[config.mk]
export PLATFORM = sky130hd
export DESIGN_NAME = bullet_sweep_ctrl_flat
export DESIGN_NICKNAME = d
export VERILOG_FILES = /design/src/rtl/bullet_sweep_if.sv /design/src/rtl/bullet_sweep_ctrl.sv /design/src/flat_wrapper.sv
export SDC_FILE = /design/constraint.sdc
export NUM_CORES = 1
export LEC_CHECK = 0
export ABC_AREA = 0
export ABC_CLOCK_PERIOD_IN_PS = 4400
export CORE_AREA = 3 3 192 194
export DETAILED_ROUTE_END_ITERATION = 10
export DIE_AREA = 0 0 195 197
export GPL_TIMING_DRIVEN = 0
export PLACE_DENSITY_LB_ADDON = 0.2
export SKIP_CTS_REPAIR_TIMING = 1
export SLEW_MARGIN = 20
export SYNTH_ARGS = -nofsm -noshare
export SYNTH_HDL_FRONTEND = slang
export SYNTH_SLANG_ARGS = --single-unit
[constraint.sdc]
create_clock -name clk -period 4.4 [get_ports clk]
set_input_delay 0.88 -clock clk [delete_from_list [all_inputs] [get_ports clk]]
set_output_delay 0.88 -clock clk [all_outputs]
set_load 0.05 [all_outputs]
[src/rtl/bullet_sweep_if.sv]
// Spawn, kill and read-port bundle between the bullet table and its clients.
// The master side requests spawns/kills and reads slots; the slave owns the table.
interface bullet_sweep_if;
  logic        spawn_valid;
  logic        spawn_ready;
  logic [7:0]  spawn_x;
  logic [15:0] spawn_size;
  logic [2:0]  spawn_color;
  logic        kill_valid;
  logic [2:0]  kill_idx;
  logic [2:0]  rd_idx;
  logic [15:0] rd_pos;
  logic [15:0] rd_size;
  logic [2:0]  rd_color;
  logic        rd_active;

  modport master (
    output spawn_valid, spawn_x, spawn_size, spawn_color,
    output kill_valid, kill_idx, rd_idx,
    input  spawn_ready, rd_pos, rd_size, rd_color, rd_active
  );

  modport slave (
    input  spawn_valid, spawn_x, spawn_size, spawn_color,
    input  kill_valid, kill_idx, rd_idx,
    output spawn_ready, rd_pos, rd_size, rd_color, rd_active
  );
endinterface

[src/rtl/bullet_sweep_ctrl.sv]
// Bullet table with a once-per-frame downward sweep, spawn allocation and kills.
// Define BULLET_WRAP_EN to recycle bullets at Y_LIMIT back to Y_START.
module bullet_sweep_ctrl #(
  parameter int NUM_SLOTS = 8,
  parameter int STEP      = 5,
  parameter int Y_LIMIT   = 200,
  parameter int Y_START   = 1
) (
  input  logic          clk,
  input  logic          rst_n,
  input  logic          run,
  input  logic          frame_tick,
  bullet_sweep_if.slave bus,
  output logic          busy,
  output logic          sweep_done,
  output logic [3:0]    active_count
);
  localparam int IW = $clog2(NUM_SLOTS);

  typedef enum logic [1:0] {IDLE, SWEEP, DONE} state_t;

  state_t               state, state_nx;
  logic [IW-1:0]        idx, idx_nx;
  logic [7:0]           xpos  [NUM_SLOTS];
  logic [7:0]           ypos  [NUM_SLOTS];
  logic [15:0]          size  [NUM_SLOTS];
  logic [2:0]           color [NUM_SLOTS];
  logic [NUM_SLOTS-1:0] active, pending, pending_nx, free;
  logic [IW-1:0]        spawn_slot;
  logic                 kill_hit, kill_now, proc, spawn_fire;
  logic [3:0]           count_nx;

  always_ff @(posedge clk or negedge rst_n) begin
    if (!rst_n) begin
      state <= IDLE;
      idx   <= '0;
    end else begin
      state <= state_nx;
      idx   <= idx_nx;
    end
  end

  always_comb begin
    state_nx = state;
    idx_nx   = idx;
    proc     = 1'b0;
    unique case (state)
      IDLE: begin
        if (run && frame_tick) begin
          state_nx = SWEEP;
          idx_nx   = '0;
        end
      end
      SWEEP: begin
        if (!run) begin
          state_nx = IDLE;
        end else begin
          proc = 1'b1;
          if (idx == IW'(NUM_SLOTS - 1))
            state_nx = DONE;
          else
            idx_nx = idx + IW'(1);
        end
      end
      DONE:    state_nx = IDLE;
      default: state_nx = IDLE;
    endcase
  end

  assign busy       = (state != IDLE);
  assign sweep_done = (state == DONE);

  assign free = ~active & ~pending;

  always_comb begin
    spawn_slot = '0;
    for (int i = NUM_SLOTS - 1; i >= 0; i--)
      if (free[i]) spawn_slot = IW'(i);
  end

  assign bus.spawn_ready = (state == IDLE) & run & (|free);
  assign spawn_fire      = bus.spawn_valid & bus.spawn_ready;

  // A kill aimed at the slot under the sweep bypasses the pending mask.
  assign kill_hit = bus.kill_valid & active[bus.kill_idx];
  assign kill_now = pending[idx] | (kill_hit & (bus.kill_idx == idx));

  always_comb begin
    pending_nx = pending;
    if (kill_hit) pending_nx[bus.kill_idx] = 1'b1;
    if (proc)     pending_nx[idx] = 1'b0;
  end

  always_comb begin
    count_nx = '0;
    for (int i = 0; i < NUM_SLOTS; i++)
      count_nx = count_nx + 4'(active[i]);
  end

  always_ff @(posedge clk or negedge rst_n) begin
    if (!rst_n) begin
      active       <= '0;
      pending      <= '0;
      active_count <= '0;
      for (int i = 0; i < NUM_SLOTS; i++) begin
        xpos[i]  <= '0;
        ypos[i]  <= '0;
        size[i]  <= '0;
        color[i] <= '0;
      end
    end else begin
      pending      <= pending_nx;
      active_count <= count_nx;
      if (spawn_fire) begin
        xpos[spawn_slot]   <= bus.spawn_x;
        ypos[spawn_slot]   <= 8'(Y_START);
        size[spawn_slot]   <= bus.spawn_size;
        color[spawn_slot]  <= bus.spawn_color;
        active[spawn_slot] <= 1'b1;
      end
      if (proc) begin
        if (kill_now) begin
          active[idx] <= 1'b0;
        end else if (active[idx]) begin
          if (ypos[idx] >= 8'(Y_LIMIT)) begin
`ifdef BULLET_WRAP_EN
            ypos[idx] <= 8'(Y_START);
`else
            active[idx] <= 1'b0;
`endif
          end else begin
            ypos[idx] <= ypos[idx] + 8'(STEP);
          end
        end
      end
    end
  end

  assign bus.rd_pos    = {xpos[bus.rd_idx], ypos[bus.rd_idx]};
  assign bus.rd_size   = size[bus.rd_idx];
  assign bus.rd_color  = color[bus.rd_idx];
  assign bus.rd_active = active[bus.rd_idx];
endmodule

[src/flat_wrapper.sv]
// flat-port wrapper written by rule: the top's interface ports become plain ports
module bullet_sweep_ctrl_flat 
#(
  parameter int NUM_SLOTS = 8,
  parameter int STEP      = 5,
  parameter int Y_LIMIT   = 200,
  parameter int Y_START   = 1
)
  (clk, rst_n, run, frame_tick, busy, sweep_done, active_count, bus_spawn_valid, bus_spawn_x, bus_spawn_size, bus_spawn_color, bus_kill_valid, bus_kill_idx, bus_rd_idx, bus_spawn_ready, bus_rd_pos, bus_rd_size, bus_rd_color, bus_rd_active);
  bullet_sweep_if bus_i ();
  input  logic clk;
  input  logic rst_n;
  input  logic run;
  input  logic frame_tick;
  output logic busy;
  output logic sweep_done;
  output logic [3:0] active_count;
  input wire logic [$bits(bus_i.spawn_valid)-1:0] bus_spawn_valid;
  input wire logic [$bits(bus_i.spawn_x)-1:0] bus_spawn_x;
  input wire logic [$bits(bus_i.spawn_size)-1:0] bus_spawn_size;
  input wire logic [$bits(bus_i.spawn_color)-1:0] bus_spawn_color;
  input wire logic [$bits(bus_i.kill_valid)-1:0] bus_kill_valid;
  input wire logic [$bits(bus_i.kill_idx)-1:0] bus_kill_idx;
  input wire logic [$bits(bus_i.rd_idx)-1:0] bus_rd_idx;
  output wire logic [$bits(bus_i.spawn_ready)-1:0] bus_spawn_ready;
  output wire logic [$bits(bus_i.rd_pos)-1:0] bus_rd_pos;
  output wire logic [$bits(bus_i.rd_size)-1:0] bus_rd_size;
  output wire logic [$bits(bus_i.rd_color)-1:0] bus_rd_color;
  output wire logic [$bits(bus_i.rd_active)-1:0] bus_rd_active;
  assign bus_i.spawn_valid = bus_spawn_valid;
  assign bus_i.spawn_x = bus_spawn_x;
  assign bus_i.spawn_size = bus_spawn_size;
  assign bus_i.spawn_color = bus_spawn_color;
  assign bus_i.kill_valid = bus_kill_valid;
  assign bus_i.kill_idx = bus_kill_idx;
  assign bus_i.rd_idx = bus_rd_idx;
  assign bus_spawn_ready = bus_i.spawn_ready;
  assign bus_rd_pos = bus_i.rd_pos;
  assign bus_rd_size = bus_i.rd_size;
  assign bus_rd_color = bus_i.rd_color;
  assign bus_rd_active = bus_i.rd_active;
  bullet_sweep_ctrl #(.NUM_SLOTS(NUM_SLOTS), .STEP(STEP), .Y_LIMIT(Y_LIMIT), .Y_START(Y_START)) u_core (.clk(clk), .rst_n(rst_n), .run(run), .frame_tick(frame_tick), .bus(bus_i), .busy(busy), .sweep_done(sweep_done), .active_count(active_count));
endmodule
---- After elaboration in Yosys (flattened, before gate mapping) ----
Cells that the tools add are included.
Widths: inputs -> output; s select.
cells by class
  add/subtract/negate cells ............... 9
  magnitude comparators ................... 13
  equality and inequality tests ........... 8
  muxes and demuxes ....................... 71
  bitwise operators ....................... 20
  reduce and logical (&&, ||, !) cells .... 12
operators with widths
  kind                count
  $mux 64             5
  $bwmux 128          1
  $bwmux 64           2
  $mux 8              15
  $bmux 8 s3          3
  $and 56x56->56      1
  $not 56->56         1
  $bmux 16 s3         1
  $demux 16 s3        1
  $demux 8 s3         2
  $mux 16             3
  $mux 3              14
  $add 4x1->4         6
  $and 8x8->8         3
  $bwmux 24           1
  $not 8->8           3
  $or 8x8->8          3
  $lt 3x4->1 const B  4
  $bmux 1 s3          4
  $ge 4x4->1 const B  3
  $not 3->4           3
  $bmux 3 s3          1
  $demux 1 s3         3
  $demux 3 s3         1
  25 further kinds    49
storage, ports and cells
  bits in registers ....................... 305
  input port bits ......................... 39
  word-level logic and storage cells ...... 170

---- Depth between registers and ports, before layout ----
Gate-level depths: netlist of the first run.
  depth in word-level cells ............... 23
  mapped depth ............................ 12
  mapped depth without buffers ............ 9

---- Worst setup path before layout of the first run ----
Ideal clock, no wire load.
  path type ............................... input -> output
  start point ............................. input port bus_rd_idx[0]
  end point ............................... output port bus_rd_pos[0]
  data arrival time ....................... 2.666 ns
  data required time ...................... 3.520 ns
  slack ................................... 0.854 ns
  cell stages on the path ................. 4
  buffers on the path ..................... 2
  cells stage by stage .................... clkbuf_1 buf_1 mux4_2 mux2_2
on the way
  word-level cells in the longest chain between the ends .. 4
ends and longest elaborated chain
  item                                       RTL line                  text
  start: declaration                         flat_wrapper.sv:24        input wire logic [$bits(bus_i.rd_idx)-1:0] bus_rd_idx;
  $not 3->4 (not written as such)            bullet_sweep_ctrl.sv:139  assign bus.rd_pos = {xpos[bus.rd_idx], ypos[bus.rd_idx]};
  $bmux 8 s3                                 bullet_sweep_ctrl.sv:139
  $mux 8 (not written as such) (2 in a row)  bullet_sweep_ctrl.sv:139
  end: declaration                           flat_wrapper.sv:26        output wire logic [$bits(bus_i.rd_pos)-1:0] bus_rd_pos;
Every way passes these cells. The select of a mux whose other input is x is not followed.

---- Worst setup path in the final report of the first run ----
  start point ............................. input port bus_rd_idx[0]
  end point ............................... output port bus_rd_pos[7]
Same word-level chain as after synthesis.

==> metrics.txt, run 1 <==
Ports 82; Area after DPL 16600 um2; startpoint types input pin; Die Ht 197 um; max incr delay on CP 0.72 ns; first-pass GRT wire length 67000 um; Place WS -0.388 ns; top cell type's share of synthesized area 0.503; multi-input logic area 7110 um2; Setup Viol. Count Final 0; worst slew pin tran 1.05 ns; Pleak 8.17 nW; crit path cell chain clkbuf_1 -> buf_2 -> mux4_2 -> mux2_2 -> clkdlybuf4s50_1; vias per std cell 5.70; Final Slew Violations 0; Placer Congestion 0.885; fin crit share 0.980; grt total ovfl 0; clock root buffer clkbuf_16; share of layout cells above drive strength 1 0.244; drt drc 0; GRT Overall Usage 0.225; FILL cells 3168; met2 wire length 20100 um; Core Util, Final 0.501; Main synth FF type dfrtp_1; Synth area leaders dfrtp_1 (50%), mux4_2 (11%), mux2_2 (11%), nand2_1 (9.0%), mux2i_1 (2.6%); cell area after layout 17700 um2; router iterations before antenna repair 5; CTS sink count 305; Worst setup EP type output pin; maximum capacitance violations 0; Seq/Total Area, Yosys 0.503; Top Metal Used met4; maximum VDD drop 0.000433 V; width of the die 195 um; RSZ-0062 raised after global routing true; die area 38400 um2; Layout area overhead 16.8%; overall power 0.0113 W; final wirelength 42900 um; wire per inst 23.1 um; register area 7630 um2; Critical Path Slowest Stage Cell clkdlybuf4s50_1; synthesized flop and latch total 305; detailed-route via count 10601; Site Rows 69; Final WS setup 0.0875 ns; power density cells 639 nW/um2; Cell Area, Synth 15200 um2; effective utilization at floorplan 0.429; Antenna Nets Post-Route 0; ant diodes 0; core area 35400 um2; Final nets 1427; drt initial violations 626; PortBufs 78; number of global-route vias before repair 11034; synthesized area per cell 12.0 um2; Mapped Cells 1259; Post-synth EDFFs 0; syn_nets 1309; Worst EP required 3.52 ns; Clock Latency Late Sink 0.53 ns; CTS tree done; library cells used by synthesis 70; initial antenna violation count 0; H-tree depth 2; Final Hold Viols 0; asr flop ratio synth 1.00; CTS Buffer Depth 3; Clock transition at path regs 0.06 ns; CP max FO 10; worst min-delay path class in2async; outcome completed; met3 wire len 2630 um; Slew headroom 0.295; largest net degree at the start of global routing 83; number of buffers created by CTS 35; hpwl dp 28200 um; area leader, netlist dfrtp_1; Worst EP arrival 3.43 ns; FMAX 0.232 GHz; Crit Path Class in2out; minimum clock period after layout 4.31 ns; Yosys Warn Count 0; clock skew 0.0176 ns; metal1 wirelength 19200 um
state kept, by name, summed over array words and instances (netlist names):
signal               count
u_core.size            128
u_core.xpos             64
u_core.ypos             64
u_core.color            24
u_core.active            8
u_core.pending           8
u_core.active_count      4
u_core.idx               3
u_core.state             2
synthesized netlist by cell type, types with 7 or more instances:
| master | n |
|---|---|
| ha_1 | 7 |
| a22o_1 | 35 |
| inv_1 | 20 |
| nand2_1 | 365 |
| a21oi_1 | 25 |
| nor2b_1 | 9 |
| mux2i_1 | 39 |
| mux2_2 | 149 |
| nand3_1 | 7 |
| nor2_1 | 25 |
| nor3_1 | 9 |
| dfrtp_1 | 305 |
| xnor2_1 | 7 |
| xor2_1 | 9 |
| buf_1 | 10 |
| clkbuf_1 | 52 |
| mux4_2 | 77 |
through the flow:
stage / hold slack, ns / setup TNS [ns] / cells
after floorplan: 0.440 / 0 / 1259
after global placement: 0.454 / -3453.37 / 1798
after detailed placement: 0.458 / -12.18 / 1801
after CTS: 0.376 / -11.61 / 1859
after global routing: 0.411 / -0.308 / 1859
final: 0.356 / 0 / 1859
critical path: cells and delay by family:
kind	cells	cell delay, ns
buffers and inverters	3	1.66
muxes	2	0.89
cell families after synthesis:
family                   count (synthesis)  synth area share
AO/OA/AOI/OAI                          102            0.0555
XOR/XNOR                                16           0.00924
adder cells (fa/ha/maj)                 11            0.0111
buffers and inverters                   96            0.0284
flip-flops                             305             0.503
multiplexers                           274             0.263
AND/OR/NAND/NOR                        455             0.130
where the power goes:
group          leakage, nW  internal, W  switching, W  total, W
clock                0.529      0.00161       0.00118   0.00279
sequential            3.97      0.00386      0.000630   0.00449
combinational         3.68      0.00185       0.00219   0.00404
cells in the final DEF, fill, tap and decap left out, types with 3 or more instances in the layout:
cell type	instances
dfrtp_1	305
clkinvlp_4	3
mux4_2	77
xnor2_1	7
buf_2	8
and3_1	3
mux2i_1	39
mux2_2	149
buf_6	6
o21ai_0	4
o22ai_1	3
inv_1	20
clkbuf_2	8
nor2_1	25
nor2b_1	9
nand3_1	7
a21oi_1	25
clkbuf_8	5
ha_1	7
nand3b_1	6
clkbuf_4	3
clkbuf_16	35
clkbuf_1	51
clkinv_2	7
nor3_2	3
or2_2	3
a22o_1	35
a31oi_1	3
o22a_1	6
a22oi_1	4
nor3_1	9
clkdlybuf4s50_1	77
buf_16	3
xor2_1	9
fa_1	4
mux4_1	4
nand2_1	365
cell type report:
class,count,share of cell area
Multi-Input combinational cell,858,0.401
Inverter,20,0.00424
Clock inverter,13,0.00657
Timing Repair Buffer,81,0.0490
Clock buffer,45,0.0544
Sequential cell,305,0.431
Buffer,76,0.0215
Tap cell,461,0.0326
worst paths after layout:
check                           startpoint  cells past startpoint  slack (ns)                endpoint
hold / removal                       rst_n                      1        0.36  u_core.active_count[1]
setup reg to reg             u_core.idx[1]                     11        0.62          u_core.ypos[4]
hold reg to reg            u_core.size[68]                      2        0.47         u_core.size[68]
setup / recovery             bus_rd_idx[0]                      5        0.09           bus_rd_pos[7]
min in group clk           u_core.size[68]                      2        0.47         u_core.size[68]
max in group asynchronous            rst_n                      4        2.38        u_core.size[118]
layer usage:
metal / vias to the layer above / track usage
met2: 337 / 0.364
met5: - / 0
met4: 0 / 0.0541
met3: 73 / 0.0407
li1: 4681 / -
met1: 5510 / 0.319
Note: power is estimated with default switching activity, not from simulation.
==> inputs of run 2 (changes only) <==
--- a/config.mk
+++ b/config.mk
@@ -7,9 +7,9 @@
 export LEC_CHECK = 0
 export ABC_AREA = 0
 export ABC_CLOCK_PERIOD_IN_PS = 4400
-export CORE_AREA = 3 3 192 194
+export CORE_AREA = 2 2 191 193
 export DETAILED_ROUTE_END_ITERATION = 10
-export DIE_AREA = 0 0 195 197
+export DIE_AREA = 0 0 193 195
 export GPL_TIMING_DRIVEN = 0
 export PLACE_DENSITY_LB_ADDON = 0.2
 export SKIP_CTS_REPAIR_TIMING = 1
@@ -17,3 +17,4 @@
 export SYNTH_ARGS = -nofsm -noshare
 export SYNTH_HDL_FRONTEND = slang
 export SYNTH_SLANG_ARGS = --single-unit
+export TNS_END_PERCENT = 30
==> metrics.txt, run 2 (same netlist as run 1, synthesis figures left out) <==
Slew headroom 0.270 (-0.0253); Final nets 1427 (unchanged); Crit Path Class in2out; cell family with most CP delay buffers and inverters; worst slew pin tran 1.10 ns (+0.0436 ns); Site Rows 69 (unchanged); grt total ovfl 0 (unchanged); clock skew 0.0284 ns (+0.0108 ns); combinational share of power 0.355 (-0.002); core area 35400 um2 (unchanged); P_int 0.00745 W (+1.8%); switching share of power 0.351 (-0.00279); power density cells 645 nW/um2 (+0.97%); die area 37600 um2 (-2.0%); GRT Overall Usage 0.234 (+0.00948); maximum VDD drop 0.000495 V (+14%); largest net degree at the start of global routing 98 (+18%); H-tree depth 2 (unchanged); hpwl dp 28100 um (-0.47%); FILL cells 3177 (+0.28%); wire per inst 22.9 um (-0.77%); drt drc 0 (unchanged); number of buffers created by CTS 35 (unchanged); drt initial violations 853 (+36%); Clock transition at path regs 0.06 ns (about the same); startpoint types input pin; biggest regs u_core.size (128), u_core.xpos (64), u_core.ypos (64); maximum capacitance violations 0 (unchanged); clock power share 0.255 (+0.008); share of layout cells above drive strength 1 0.245 (+0.00108); effective utilization at floorplan 0.429 (unchanged); outcome completed; width of the die 193 um (-1.0%); FMAX 0.233 GHz (+0.37%); PortBufs 78 (unchanged); commonest non-fill, non-tap cell in the layout nand2_1; final wirelength 42600 um (-0.66%); Final Slew Violations 0 (unchanged); Largest Register u_core.size; fin crit share 0.976 (-0.00364); worst min-delay path class in2async; Layout area overhead 17.3%; Buf/Inv on CP 3 (unchanged); router iterations before antenna repair 5 (unchanged); Final Hold Viols 0 (unchanged); max reg flops 128 (unchanged); first-pass GRT wire length 66300 um (-1.1%); CP max FO 10 (unchanged); max incr delay on CP 0.80 ns (+0.08 ns); CTS Buffer Depth 3 (unchanged); Die Ht 195 um (-1.0%); Ports 82 (unchanged); initial antenna violation count 1 (+1); clock root buffer clkbuf_16; Placer Congestion 0.876 (-1.1%); Critical Path Slowest Stage Cell clkbuf_1; Worst EP arrival 3.42 ns (about the same); CTS sink count 305 (unchanged); vias per std cell 5.64 (-1.0%); Fin Hold WS 0.265 ns (-0.0911 ns); Area after DPL 16600 um2 (unchanged); Antenna Nets Post-Route 0 (unchanged); Setup TNS 0 ns (unchanged); CTS tree done; Setup Viol. Count Final 0 (unchanged); RSZ-0062 raised after global routing false; Clock Latency Late Sink 0.53 ns (about the same); minimum clock period after layout 4.30 ns (-0.0160 ns); Net Sw Power 0.00403 W (+0.60%); number of global-route vias before repair 10936 (-0.89%); commonest non-fill, non-tap cells in the layout nand2_1 (365), dfrtp_1 (305), mux2_2 (149), mux4_2 (77), clkdlybuf4s50_1 (77); Worst EP required 3.52 ns (about the same); Worst setup EP type output pin; Sequential Power Share 0.391 (-0.005); Pleak 8.20 nW (+0.38%); detailed-route via count 10505 (-0.91%); crit path cell chain buf_1 -> clkbuf_1 -> mux2_2 -> clkdlybuf4s50_1; ant diodes 0 (unchanged); cell area after layout 17800 um2 (+0.42%)
run 2: per-layer routing:
metal,GRT usage,vias to the layer above,part of all wire,wire (um)
met3,0.0442,73,0.062,2640
met1,0.337,5414,0.45,19200
met4,0.0701,2,0.029,1220
met5,0,-,0.00031,13
li1,-,4678,-,-
met2,0.362,338,0.46,19500
run 2: power groups by stage:
stage                     clock network (W)  registers [W]  logic [W]
after CTS                           0.00299        0.00447    0.00410
after global placement                    0        0.00449    0.00397
after floorplan                           0        0.00435    0.00299
final                               0.00292        0.00449    0.00407
after global routing                0.00310        0.00461    0.00446
after detailed placement                  0        0.00450    0.00409
run 2: stage by stage:
stage	power, W	worst slack (ns)	cells	util
finish	0.0115	0.103	1861	0.503
global route	0.0122	0.0209	1861	0.503
CTS	0.0116	-0.396	1861	0.502
detailed placement	0.00859	-0.379	1801	0.469
global placement	0.00846	-11.18	1798	0.467
floorplan	0.00734	0.854	1259	-
run 2: path summary, 6_finish.rpt:
path                                 startpoint                     end  slack, ns  cells past startpoint
worst max register to register    u_core.idx[1]          u_core.ypos[2]       0.67                     11
worst max-delay path              bus_rd_idx[2]           bus_rd_pos[4]       0.10                      4
worst min register to register  u_core.size[65]         u_core.size[65]       0.47                      2
min in group clk                u_core.size[65]         u_core.size[65]       0.47                      2
max in group asynchronous                 rst_n         u_core.size[56]       3.02                      3
worst min-delay path                      rst_n  u_core.active_count[3]       0.27                      1
run 2: layout make-up:
| type | count | area [um2] | share of cell area |
|---|---|---|---|
| plain buffers | 76 | 383 | 0.0215 |
| clock buffers | 48 | 1020 | 0.0571 |
| clock inverters | 12 | 136 | 0.00766 |
| inverters | 20 | 75.1 | 0.00422 |
| multi-input cells | 858 | 7110 | 0.399 |
| flip-flops and latches | 305 | 7630 | 0.429 |
| well taps | 461 | 577 | 0.0324 |
| repair buffers | 81 | 868 | 0.0488 |
==> inputs of run 3 (changes only) <==
--- a/config.mk
+++ b/config.mk
@@ -7,9 +7,11 @@
 export LEC_CHECK = 0
 export ABC_AREA = 0
 export ABC_CLOCK_PERIOD_IN_PS = 4400
-export CORE_AREA = 2 2 191 193
+export CELL_PAD_IN_SITES_DETAIL_PLACEMENT = 2
+export CELL_PAD_IN_SITES_GLOBAL_PLACEMENT = 2
+export CORE_AREA = 2 2 250 252
 export DETAILED_ROUTE_END_ITERATION = 10
-export DIE_AREA = 0 0 193 195
+export DIE_AREA = 0 0 252 254
 export GPL_TIMING_DRIVEN = 0
 export PLACE_DENSITY_LB_ADDON = 0.2
 export SKIP_CTS_REPAIR_TIMING = 1
==> metrics.txt, run 3 (same netlist as run 1, synthesis figures left out) <==
Core Util, Final 0.299 (-0.203); Antenna Nets Post-Route 0 (unchanged); FF-to-FF End u_core.ypos[3]; largest net degree at the start of global routing 88 (-10%); effective utilization at floorplan 0.248 (-0.181); Slew headroom 0.211 (-0.0582); Clock Latency Late Sink 0.57 ns (+0.04 ns); failing checks negative setup slack; Die Ht 254 um (+30%); Critical Path Slowest Stage Cell clkbuf_1; CTS sink count 305 (unchanged); number of buffers created by CTS 39 (+11%); ant diodes 0 (unchanged); Final Slew Violations 0 (unchanged); first-pass GRT wire length 83600 um (+26%); Site Rows 91 (+32%); R2R Path Start u_core.idx[2]; width of the die 252 um (+31%); number of global-route vias before repair 12371 (+13%); Placer Congestion 0.772 (-12%); Worst setup startpoint bus_rd_idx[2]; biggest regs u_core.size (128), u_core.xpos (64), u_core.ypos (64); hpwl dp 36600 um (+30%); Reg2Reg Depth 8 (-3); vias per std cell 4.92 (-13%); Worst EP arrival 3.53 ns (+0.11 ns); initial antenna violation count 3 (+2); Worst EP required 3.52 ns (about the same); worst min-delay path class in2async; CTS Buffer Depth 3 (unchanged); Clock transition at path regs 0.06 ns (about the same); maximum VDD drop 0.000268 V (-46%); crit path to bus_rd_pos[6]; final wirelength 54700 um (+28%); GRT Overall Usage 0.177 (-0.0572); Largest Register u_core.size; worst slew pin tran 1.18 ns (+0.0809 ns); core area 61300 um2 (+73%); Final WS setup -0.00722 ns (-0.111 ns); Final nets 1433 (+0.42%); share of layout cells above drive strength 1 0.248 (+0.00287); outcome complete, but fails checks; router iterations before antenna repair 5 (unchanged); drt initial violations 520 (-39%); max incr delay on CP 0.76 ns (-0.04 ns); Setup Viol. Count Final 1 (+1); power density cells 648 nW/um2 (+0.47%); crit path cell chain clkdlybuf4s15_1 -> clkbuf_1 -> mux2_2 -> clkdlybuf4s50_1; clock skew 0.0212 ns (-0.00720 ns); FMAX 0.227 GHz (-2.5%); commonest non-fill, non-tap cell in the layout nand2_1; grt total ovfl 0 (unchanged); max reg flops 128 (unchanged); Crit Path Class in2out; CP max FO 10 (unchanged); Final Hold Viols 0 (unchanged); overall power 0.0119 W (+3.5%); maximum capacitance violations 0 (unchanged); wire per inst 24.9 um (+8.7%); RSZ-0062 raised after global routing true; PortBufs 78 (unchanged); detailed-route via count 10809 (+2.9%); startpoint types input pin; minimum clock period after layout 4.41 ns (+0.111 ns); Pleak 8.28 nW (+0.92%); R2R setup slack 0.44 ns (-0.23 ns); Fin Hold WS 0.201 ns (-0.0640 ns); H-tree depth 2 (unchanged); die area 64000 um2 (+70%); fin crit share 1.00 (+0.0252); commonest non-fill, non-tap cells in the layout nand2_1 (365), dfrtp_1 (305), mux2_2 (149), mux4_2 (77), clkdlybuf4s50_1 (77); Layout area overhead 20.9%; CTS tree done; clock root buffer clkbuf_16; drt drc 0 (unchanged); Ports 82 (unchanged); Worst setup EP type output pin
## run 3: power by group
part / total (W) / internal (W) / switching (W) / leakage, nW
logic: 0.00421 / 0.00186 / 0.00235 / 3.72
registers: 0.00453 / 0.00386 / 0.000675 / 3.97
clock network: 0.00314 / 0.00183 / 0.00131 / 0.593
total: 0.0119 / 0.00755 / 0.00433 / 8.28
## run 3: stage by stage
stage	instance area [um2]	setup TNS (ns)	setup slack, ns	cells
CTS	18300	-14.19	-0.600	2198
global route	18300	-1.30	-0.113	2198
finish	18300	-0.00722	-0.00722	2198
detailed placement	17100	-34.46	-0.602	2132
floorplan	15200	0	0.854	1259
global placement	16900	-3773.91	-12.32	2127
## run 3: layout make-up
class | count | area [um2]
tap | 790 | 988
timing repair buffer | 83 | 911
sequential | 305 | 7630
buffer | 76 | 402
fill | 6592 | 42900
clock inverter | 7 | 92.6
clock buffer | 59 | 1130
multi-input combinational | 858 | 7110
inverter | 20 | 75.1
## run 3: worst min path at each step
| stage | startpoint | end | slack (ns) | depth (start not counted) |
|---|---|---|---|---|
| after global placement | u_core.xpos[56] | u_core.xpos[56] | 0.45 | 2 |
| after detailed placement | u_core.color[21] | u_core.color[21] | 0.46 | 2 |
| final | rst_n | u_core.active_count[1] | 0.20 | 1 |
| after global routing | rst_n | u_core.active_count[1] | 0.21 | 1 |
| after CTS | rst_n | u_core.active_count[1] | 0.20 | 1 |
| after floorplan | u_core.color[12] | u_core.color[12] | 0.44 | 2 |
## run 3: worst max-delay path: cells and delay by family
family   cells  cell delay, ns
buf+inv      3            2.17
mux          1            0.46
## run 3: per-layer routing
metal / vias up / GRT usage / wire [um]
met3: 64 / 0.0227 / 1570
met4: 4 / 0.0494 / 1100
met1: 5866 / 0.241 / 25500
li1: 4706 / - / -
met5: - / 0 / 27
met2: 169 / 0.296 / 26400
